[src/rtl/portable_status_pkg.sv]
// Shared definitions for the portable shell status controller: LED mode field
// width and the per-channel mode encoding.
package portable_status_pkg;

  localparam int LED_MODE_W = 3;

  typedef enum logic [LED_MODE_W-1:0] {
    MODE_OFF        = 3'd0,
    MODE_ON         = 3'd1,
    MODE_FOLLOW     = 3'd2,
    MODE_TOGGLE     = 3'd3,
    MODE_BLINK      = 3'd4,
    MODE_STRETCH    = 3'd5,
    MODE_INV_FOLLOW = 3'd6
  } led_mode_e;

endpackage

[src/rtl/portable_led_channel.sv]
// One status LED channel: source synchroniser, rise detect, toggle and
// pulse-stretch state, and the registered mode mux driving the pin.
module portable_led_channel
  import portable_status_pkg::*;
#(
  parameter int STRETCH_TICKS = 50
) (
  input  logic                  clock_in,
  input  logic                  reset_n,
  input  logic                  core_reset,
  input  logic                  tick,
  input  logic                  blink_phase,
  input  logic                  src,
  input  logic [LED_MODE_W-1:0] mode,
  output logic                  led
);

  localparam int SW = $clog2(STRETCH_TICKS + 1);
  localparam logic [SW-1:0] STRETCH_LOAD = SW'(STRETCH_TICKS);

  logic          s1, s2, s3;
  logic          rise;
  logic          toggle_q;
  logic [SW-1:0] stretch_cnt;
  logic          led_nxt;

  // A rise reloads even on a tick cycle; otherwise count down on ticks and hold at zero.
  function automatic logic [SW-1:0] stretch_next(input logic [SW-1:0] cnt,
                                                 input logic          rise_i,
                                                 input logic          tick_i);
    if (rise_i)
      return STRETCH_LOAD;
    else if (tick_i && (cnt != '0))
      return cnt - 1'b1;
    else
      return cnt;
  endfunction

  assign rise = s2 & ~s3;

  // Synchroniser keeps running through core_reset so the edge detector is primed.
  always_ff @(posedge clock_in or negedge reset_n) begin
    if (!reset_n) begin
      s1 <= 1'b0;
      s2 <= 1'b0;
      s3 <= 1'b0;
    end else begin
      s1 <= src;
      s2 <= s1;
      s3 <= s2;
    end
  end

  always_ff @(posedge clock_in or negedge reset_n) begin
    if (!reset_n) begin
      toggle_q    <= 1'b0;
      stretch_cnt <= '0;
    end else if (core_reset) begin
      toggle_q    <= 1'b0;
      stretch_cnt <= '0;
    end else begin
      if (rise)
        toggle_q <= ~toggle_q;
      stretch_cnt <= stretch_next(stretch_cnt, rise, tick);
    end
  end

  always_comb begin
    led_nxt = 1'b0;
    case (mode)
      MODE_ON:         led_nxt = 1'b1;
      MODE_FOLLOW:     led_nxt = s2;
      MODE_TOGGLE:     led_nxt = toggle_q;
      MODE_BLINK:      led_nxt = blink_phase;
      MODE_STRETCH:    led_nxt = (stretch_cnt != '0);
      MODE_INV_FOLLOW: led_nxt = ~s2;
      default:         led_nxt = 1'b0;
    endcase
  end

  always_ff @(posedge clock_in or negedge reset_n) begin
    if (!reset_n)
      led <= 1'b0;
    else if (core_reset)
      led <= 1'b0;
    else
      led <= led_nxt;
  end

endmodule

[src/rtl/portable_status_ctrl.sv]
// Board-support controller for the portable shells: stretched power-on/soft
// reset for the core, a prescaled tick/blink timebase and NUM_LED status LEDs.
module portable_status_ctrl
  import portable_status_pkg::*;
#(
  parameter int NUM_LED       = 5,
  parameter int POR_CYCLES    = 256,
  parameter int TICK_DIV      = 1000000,
  parameter int STRETCH_TICKS = 50
) (
  input  logic                          clock_in,
  input  logic                          reset_n,
  input  logic                          soft_rst_req,
  input  logic [LED_MODE_W*NUM_LED-1:0] led_mode,
  input  logic [NUM_LED-1:0]            led_src,
  output logic                          core_reset,
  output logic                          tick,
  output logic [NUM_LED-1:0]            led_out
);

  localparam int POR_W = (POR_CYCLES > 1) ? $clog2(POR_CYCLES) : 1;
  localparam int DIV_W = (TICK_DIV > 1) ? $clog2(TICK_DIV) : 1;
  localparam logic [POR_W-1:0] POR_LAST = POR_W'(POR_CYCLES - 1);
  localparam logic [DIV_W-1:0] DIV_LAST = DIV_W'(TICK_DIV - 1);

  logic             soft_prev;
  logic             soft_rise;
  logic [POR_W-1:0] por_cnt;
  logic [DIV_W-1:0] div_cnt;
  logic             blink_phase;

  assign soft_rise = soft_rst_req & ~soft_prev;

  // A soft request restarts the sequence from zero even if one is already running.
  always_ff @(posedge clock_in or negedge reset_n) begin
    if (!reset_n) begin
      soft_prev  <= 1'b0;
      core_reset <= 1'b1;
      por_cnt    <= '0;
    end else begin
      soft_prev <= soft_rst_req;
      if (soft_rise) begin
        core_reset <= 1'b1;
        por_cnt    <= '0;
      end else if (core_reset) begin
        if (por_cnt == POR_LAST) begin
          core_reset <= 1'b0;
          por_cnt    <= '0;
        end else begin
          por_cnt <= por_cnt + 1'b1;
        end
      end
    end
  end

  assign tick = ~core_reset & (div_cnt == DIV_LAST);

  always_ff @(posedge clock_in or negedge reset_n) begin
    if (!reset_n) begin
      div_cnt     <= '0;
      blink_phase <= 1'b0;
    end else if (core_reset) begin
      div_cnt     <= '0;
      blink_phase <= 1'b0;
    end else if (tick) begin
      div_cnt     <= '0;
      blink_phase <= ~blink_phase;
    end else begin
      div_cnt <= div_cnt + 1'b1;
    end
  end

  for (genvar i = 0; i < NUM_LED; i++) begin : g_led
    portable_led_channel #(
      .STRETCH_TICKS(STRETCH_TICKS)
    ) u_chan (
      .clock_in   (clock_in),
      .reset_n    (reset_n),
      .core_reset (core_reset),
      .tick       (tick),
      .blink_phase(blink_phase),
      .src        (led_src[i]),
      .mode       (led_mode[LED_MODE_W*i +: LED_MODE_W]),
      .led        (led_out[i])
    );
  end

endmodule
[config.mk]
export PLATFORM = sky130hd
export DESIGN_NAME = portable_status_ctrl
export DESIGN_NICKNAME = d
export VERILOG_FILES = /design/src/rtl/portable_status_pkg.sv /design/src/rtl/portable_led_channel.sv /design/src/rtl/portable_status_ctrl.sv
export SDC_FILE = /design/constraint.sdc
export NUM_CORES = 1
export LEC_CHECK = 0
export BUFFER_PORTS_ARGS = -buffer_cell sky130_fd_sc_hd__buf_2
export CAP_MARGIN = 20
export CORE_AREA = 2 2 140 142
export CTS_BUF_LIST = sky130_fd_sc_hd__clkbuf_4 sky130_fd_sc_hd__clkbuf_8 sky130_fd_sc_hd__clkbuf_16
export DETAILED_ROUTE_END_ITERATION = 8
export DIE_AREA = 0 0 142 144
export GPL_TIMING_DRIVEN = 0
export PLACE_DENSITY_LB_ADDON = 0.05
export SLEW_MARGIN = 5
export SYNTH_ARGS = -nofsm -noshare
export SYNTH_HDL_FRONTEND = slang
export SYNTH_SLANG_ARGS = --single-unit
[constraint.sdc]
create_clock -name clock_in -period 4.5 [get_ports clock_in]
set_input_delay 0.225 -clock clock_in [delete_from_list [all_inputs] [get_ports clock_in]]
set_output_delay 0.225 -clock clock_in [all_outputs]
set_load 0.005 [all_outputs]
==> results.py, run 1 <==
metrics = {
    "run_status": {
        "status": "completed",
    },
    "cells_and_area": {
        "fillers": 2016,
        "area_delta_synth_final_pct": 18.72,
        "drive_gt1_share_pct": 15.00,
        "num-nets-final": 570,
        "final_common_cell": "dfrtp_1",
        "diodes": 0,
        "layout_common_cells": "dfrtp_1, nor2_1, buf_2, nand2_1, nor3_1",
    },
    "clocking": {
        "cts_max_path_buffers": 2,
        "cts.clk_slew.worst_paths_ns": 0.07,
        "clock_latency_ns": 0.35,
        "htreeDepth": 3,
        "post-cts-setup-buffer-count": 0,
        "cts_root_buf": "clkbuf_16",
        "cts_buffers": 9,
        "cts_tree": "done",
        "clock_sinks": 86,
    },
    "power_and_ir_drop": {
        "p_leak_nw": 2.231,
        "p_per_area_nw_per_um2": 317.8,
        "combPwrFrac_pct": 5.3,
        "vdd_drop_max_uv": 184.3,
        "pwr-share-seq_pct": 46.2,
        "p_sw_share_pct": 23.66,
        "p_int_mw": 1.344,
        "clkPwrFrac_pct": 48.5,
        "p_switching_mw": 0.4165,
    },
    "synth": {
        "synthAdderAreaFrac_pct": 3.218,
        "synth_area_leaders": "dfrtp_1, nor2_1, ha_1, nand2_1, nor3_1",
        "synth_compound_area_share_pct": 13.78,
        "synthArstFlopShare_pct": 100.0,
        "synth_simple_gate_area_share_pct": 26.74,
        "synth_fp_nets": 522,
        "synthMuxAreaShare_pct": 1.931,
        "synthXorXnorAreaFrac_pct": 3.754,
        "synth_top_area_share_pct": 45.59,
        "syn-cell-area_um2": 4666,
        "ys_types": 61,
        "synth-edff-count": 0,
        "synth_ff_type": "dfrtp_1",
        "synth_top_family_by_area": "simple AND/OR/NAND/NOR gates",
        "syn_area_per_cell_um2": 9.581,
        "netlist_instances": 487,
        "synth_seq_cells": 86,
        "synth.largest_area_cell": "dfrtp_1",
        "seq_area_frac_synth_pct": 46.15,
        "yosysWarnings": 0,
    },
    "global_route": {
        "grt_max_degree": 50,
        "grt_overflow": 0,
        "antenna_found_initial": 0,
        "grt_usage_pct": 13.86,
        "grt_pass1_wl_um": 21550,
        "grt_pass1_vias": 3838,
    },
    "setup_path": {
        "rrSetupSlack_ns": 1.78,
        "r2r-start": "core_reset$_DFF_PN1_",
        "cp_max_fo": 10,
        "reg2reg_depth": 5,
        "critPathCaptureType": "output pin",
        "crit_path_start_kind": "flip-flop",
        "worstReg2RegEnd": "core_reset$_DFF_PN1_",
        "worstPathArrival_ns": 2.63,
        "cp.required_ns": 4.28,
        "crit_path_end": "tick",
        "worst-setup-path-type": "reg -> out",
        "cp-startpoint": "div_cnt[10]$_DFF_PN0_",
    },
    "floorplanning": {
        "num_rows": 51,
        "start_util_pct": 24.45,
        "boundaryPins": 30,
        "fp.dieH_um": 144,
        "die_x_um": 142,
        "die-area_um2": 20450,
        "core_um2": 19080,
    },
    "detailed_routing": {
        "ant_nets": 0,
        "wl_met3_um": 384,
        "drcViolationCount": 0,
        "drt_iter0_drc": 188,
        "via_per_inst": 4.959,
        "drtPass1Iterations": 6,
        "wl_per_cell_um": 17.21,
        "topRoutingLayerUsed": "met4",
        "via_count": 3858,
        "met2_length_um": 6062,
        "wl_um": 13390,
        "met1_length_um": 6650,
    },
    "min_path": {
        "min-delay-start": "led_mode[12]",
        "hold_class": "in -> reg",
    },
    "timing": {
        "hold_viol": 0,
        "final.min_clock_period_ns": 2.857,
        "finalMaxSlewViolations": 0,
        "worst-slew-pin-transition_ns": 0.9348,
        "max_slew_margin_pct": 36.70,
        "layout_worst_path_cycle_share_pct": 63.50,
        "hold_slack_ns": 0.08215,
        "fin_tns_setup_ns": 0,
        "timing.fmax_ghz": 0.3500,
        "finalSetupViolations": 0,
        "rsz0062_at_grt": "no",
        "finClkSkew_ns": 0.008560,
    },
    "placed_design": {
        "port_buffers": 29,
        "gp_congestion": 0.8059,
        "hpwlAfterDp_um": 9127,
    },
    "flow_run": {
        "cap_violations": 0,
    },
}
## power groups by stage
stage / Combinational (mW) / Clock [mW] / Sequential, mW
finish: 0.0932 / 0.853 / 0.814
floorplan: 0.0478 / 0 / 0.823
detailed placement: 0.0911 / 0 / 0.829
CTS: 0.0960 / 0.885 / 0.814
global route: 0.109 / 0.913 / 0.818
global placement: 0.0863 / 0 / 0.829
## how the worst min path moves through the flow
stage / slack (ns) / depth (start not counted) / end
5_1_grt: 0.07 / 2 / g_led[4].u_chan.led$_DFF_PN0_
2_1_floorplan: -0.07 / 0 / blink_phase$_DFFE_PN0P_
3_3_place_gp: 0.33 / 1 / g_led[2].u_chan.s1$_DFF_PN0_
6_report: 0.08 / 2 / g_led[4].u_chan.led$_DFF_PN0_
3_5_place_dp: 0.27 / 1 / g_led[3].u_chan.led$_DFF_PN0_
4_1_cts: 0.07 / 2 / g_led[4].u_chan.led$_DFF_PN0_
## metal layers
layer | vias to the layer above | GRT usage (%)
met2 | 63 | 21.64
met5 | - | 0
met4 | 0 | 6.263
met3 | 17 | 1.987
met1 | 1906 | 19.07
li1 | 1872 | -
## through the flow
stage | power [mW] | utilization, % | instance area [um^2] | instances | setup slack [ns]
2_1_floorplan | 0.8711 | - | 4666 | 487 | 2.643
5_1_grt | 1.840 | 29.03 | 5539 | 778 | 1.456
3_5_place_dp | 0.9202 | 26.93 | 5139 | 755 | 1.705
4_1_cts | 1.795 | 29.03 | 5539 | 778 | 1.583
6_report | 1.760 | 29.03 | 5539 | 778 | 1.643
3_3_place_gp | 0.9153 | 26.78 | 5109 | 754 | 1.716
## registers in the layout, indices dropped and copies added, names as in the netlist
signal	cells
core_reset	1
g_led.u_chan.s1	5
blink_phase	1
g_led.u_chan.stretch_cnt	30
g_led.u_chan.s2	5
g_led.u_chan.s3	5
g_led.u_chan.led	5
por_cnt	8
div_cnt	20
g_led.u_chan.toggle_q	5
soft_prev	1
## cells in the mapped netlist (all sizes together), types with 4 or more instances
cell    number
dfrtp       85
nor2b       10
or2          5
nor2        48
or3         17
and3         5
nor4         8
clkbuf       8
o21ai       14
xnor2        9
inv         18
nor3        22
o31ai       13
a311oi       8
buf         18
mux2i        9
a211oi       6
nand2       37
ha          12
nand2b      12
or4         11
nand4       14
nand3       19
and2         4
a21oi       19
xor2        11
nor4b        4
## critical path: stages, from the launching register on
cell      delay, ns
dfrtp_1        0.45
nor4b_4        0.43
nand2_2        0.27
clkbuf_1       0.34
nor4_1         0.58
buf_2          0.22
## repair_timing
| item | in CTS | in global routing |
|---|---|---|
| hold buffers | 7 | 0 |
| resized for setup | 0 | 0 |
| hold endpoints to repair | 43 | 0 |
## kinds of logic (layout without fill, tap and decap cells)
family	count (synthesis)	count (layout)
mux	9	9
buf+inv	44	97
compound gates	91	91
fa+ha+maj	12	12
xor+xnor	20	20
simple gates	225	225
flops	86	86
## cell type report
| type | instances | area (um^2) | share of cell area (%) |
|---|---|---|---|
| Multi-Input combinational cell | 357 | 2306 | 41.63 |
| Sequential cell | 86 | 2153 | 38.88 |
| Tap cell | 238 | 297.8 | 5.376 |
| Clock buffer | 11 | 246.5 | 4.450 |
| Timing Repair Buffer | 37 | 245.2 | 4.427 |
| Buffer | 26 | 138.9 | 2.507 |
| Clock inverter | 5 | 83.83 | 1.513 |
| Inverter | 18 | 67.56 | 1.220 |
No activity file was read; power rests on OpenSTA's default activity.
==> run 2, diff against run 1 <==
- ABC_AREA: not set -> 1
- CORE_AREA: 2 2 140 142 -> 2 2 142 144
- DIE_AREA: 0 0 142 144 -> 0 0 144 146
- clock period: 4.5 -> 2.9 ns (I/O delays scaled with it)
==> results.py, run 2 <==
metrics = {
    "cells_and_area": {
        "area_delta_synth_final_pct": 18.42,
        "final_common_cell": "nand2_1",
        "top_regs": "g_led.u_chan.stretch_cnt (30), div_cnt (20), por_cnt (8)",
        "final_cell_area_um2": 5703,
        "drive_gt1_share_pct": 11.29,
        "regMostFlops": "g_led.u_chan.stretch_cnt",
        "diodes": 0,
        "layout_common_cells": "nand2_1, dfrtp_1, nor2_1, nand3_1, inv_1",
        "num-nets-final": 703,
        "largest_register_ffs": 30,
        "fillers": 2108,
    },
    "power_and_ir_drop": {
        "p_per_area_nw_per_um2": 457.7,
        "finalPower_mw": 2.610,
        "p_leak_nw": 2.802,
        "p_sw_share_pct": 22.69,
        "p_switching_mw": 0.5923,
        "p_int_mw": 2.018,
        "clkPwrFrac_pct": 46.8,
        "vdd_drop_max_uv": 258.8,
        "pwr-share-seq_pct": 48.2,
        "combPwrFrac_pct": 5.0,
    },
    "timing": {
        "finClkSkew_ns": 0.005767,
        "finalMaxSlewViolations": 0,
        "rsz0062_at_grt": "no",
        "final.min_clock_period_ns": 2.313,
        "fin_ws_ns": 0.5868,
        "layout_worst_path_cycle_share_pct": 79.76,
        "fin_tns_setup_ns": 0,
        "finalSetupViolations": 0,
        "timing.fmax_ghz": 0.4323,
        "max_slew_margin_pct": 44.22,
        "worst-slew-pin-transition_ns": 0.8367,
        "hold_slack_ns": 0.07246,
        "hold_viol": 0,
    },
    "synth": {
        "synthAdderAreaFrac_pct": 3.118,
        "synthArstFlopShare_pct": 100.0,
        "synthXorXnorAreaFrac_pct": 3.092,
        "ys_top_cells_by_count": "nand2_1, dfrtp_1, nor2_1, nand3_1, inv_1",
        "synth_seq_cells": 86,
        "synth_simple_gate_area_share_pct": 35.65,
        "syn-cell-area_um2": 4816,
        "synth.largest_area_cell": "dfrtp_1",
        "synth_top_family_by_area": "simple AND/OR/NAND/NOR gates",
        "synth_ff_type": "dfrtp_1",
        "synthMuxAreaShare_pct": 0,
        "syn_area_per_cell_um2": 7.768,
        "netlist_instances": 620,
        "yosysWarnings": 0,
        "ys_types": 31,
        "synth_fp_nets": 655,
        "synth_top_area_share_pct": 44.17,
        "synth_area_leaders": "dfrtp_1, nand2_1, nand3_1, nor2_1, inv_1",
        "yosysMostFrequentCell": "nand2_1",
        "synth-edff-count": 0,
        "synth_compound_area_share_pct": 5.768,
        "seq_area_frac_synth_pct": 44.71,
    },
    "detailed_routing": {
        "via_count": 4075,
        "drtPass1Iterations": 4,
        "drt_iter0_drc": 153,
        "via_per_inst": 4.344,
        "drcViolationCount": 0,
        "ant_nets": 0,
        "wl_um": 12680,
        "wl_per_cell_um": 13.51,
    },
    "setup_path": {
        "cp.required_ns": 3.08,
        "cpPeakStageDelay_ns": 0.69,
        "critPathCaptureType": "flip-flop",
        "cpMostUsedCell": "buf_1",
        "worst_path_max_delay_cell": "buf_1",
        "worst-setup-path-type": "reg -> reg",
        "worstPathArrival_ns": 2.49,
        "critPathBufInv": 3,
        "crit_path_start_kind": "flip-flop",
        "critPathTopFamily": "buffers and inverters",
        "cp_max_fo": 10,
        "crit_chain": "buf_2, buf_1, buf_1, a21oi_1",
    },
    "floorplanning": {
        "start_util_pct": 24.91,
        "die_x_um": 144,
        "die-area_um2": 21020,
        "boundaryPins": 30,
        "num_rows": 51,
        "core_um2": 19330,
        "fp.dieH_um": 146,
    },
    "placed_design": {
        "hpwlAfterDp_um": 8902,
        "place_ws_ns": 0.4271,
        "gp_congestion": 0.7897,
        "port_buffers": 29,
        "dpl_cell_area_um2": 5323,
    },
    "global_route": {
        "grt_overflow": 0,
        "antenna_found_initial": 0,
        "grt_pass1_vias": 3998,
        "grt_pass1_wl_um": 21130,
        "grt_max_degree": 57,
        "grt_usage_pct": 12.91,
    },
    "clocking": {
        "cts_buffers": 9,
        "cts_root_buf": "clkbuf_16",
        "cts_max_path_buffers": 2,
        "cts_tree": "done",
        "clock_latency_ns": 0.34,
        "clock_sinks": 86,
        "cts-resized-gates": 0,
        "htreeDepth": 3,
        "cts.clk_slew.worst_paths_ns": 0.06,
    },
    "min_path": {
        "hold_class": "in -> reg",
    },
    "run_status": {
        "status": "completed",
    },
    "flow_run": {
        "cap_violations": 0,
    },
}
==> run 2: cell type report <==
class	instances	area, um^2	area share, %
tap	265	331.6	5.814
timing repair buffer	37	245.2	4.300
buffer	13	72.57	1.272
sequential	86	2153	37.76
multi-input combinational	442	2293	40.22
clock buffer	13	267.8	4.695
clock inverter	3	42.54	0.7459
inverter	79	296.5	5.200
==> run 2: kinds of logic after synthesis <==
group / after synthesis
xor gates and xnor gates: 17
DFF: 86
buffers and inverters: 92
AOI/OAI and AO/OA: 53
adders and majority gates: 12
and+or+nand+nor: 360
==> run 2: worst register-to-register path, stage by stage (launching register included) <==
cell and delay [ns]:
dfstp_2 0.55, buf_2 0.26, buf_1 0.49, buf_1 0.69, a21oi_1 0.15
==> run 2: routing by layer <==
layer | vias to the layer above | wire length [um] | GRT usage (%)
met2 | 49 | 6108 | 21.93
li1 | 2085 | - | -
met4 | 0 | 225 | 4.167
met3 | 13 | 356 | 2.600
met5 | - | 0 | 0
met1 | 1928 | 5985 | 16.34
==> run 2: metrics by stage <==
step / utilization (%) / cells
finish: 29.50 / 938
global route: 29.50 / 938
CTS: 29.50 / 938
detailed placement: 27.53 / 915
global placement: 27.37 / 914
floorplan: - / 620
==> run 2: what timing repair did <==
item	4_1_cts	5_1_grt
endpoints found under the hold margin	36	0
buffers inserted	0	0
hold buffers	7	0
==> run 2: worst paths after layout <==
kind                                               from                            end  slack (ns)  cells after the start
min in group asynchronous                       reset_n          div_cnt[11]$_DFF_PN0_        0.29                      2
min                                         led_mode[3]  g_led[1].u_chan.led$_DFF_PN0_        0.07                      4
min reg2reg                g_led[2].u_chan.s1$_DFF_PN0_   g_led[2].u_chan.s2$_DFF_PN0_        0.35                      0
max in group asynchronous                       reset_n           core_reset$_DFF_PN1_        1.92                      3
max reg2reg                        core_reset$_DFF_PN1_  g_led[2].u_chan.led$_DFF_PN0_        0.59                      4
max                                core_reset$_DFF_PN1_  g_led[2].u_chan.led$_DFF_PN0_        0.59                      4
==> run 2: power groups by stage <==
stage                     combinational (mW)  clock (mW)  sequential (mW)
final                                  0.131        1.22             1.26
after global routing                   0.152        1.33             1.26
after CTS                              0.136        1.28             1.26
after detailed placement               0.127           0             1.28
after global placement                 0.121           0             1.28
after floorplan                       0.0632           0             1.27
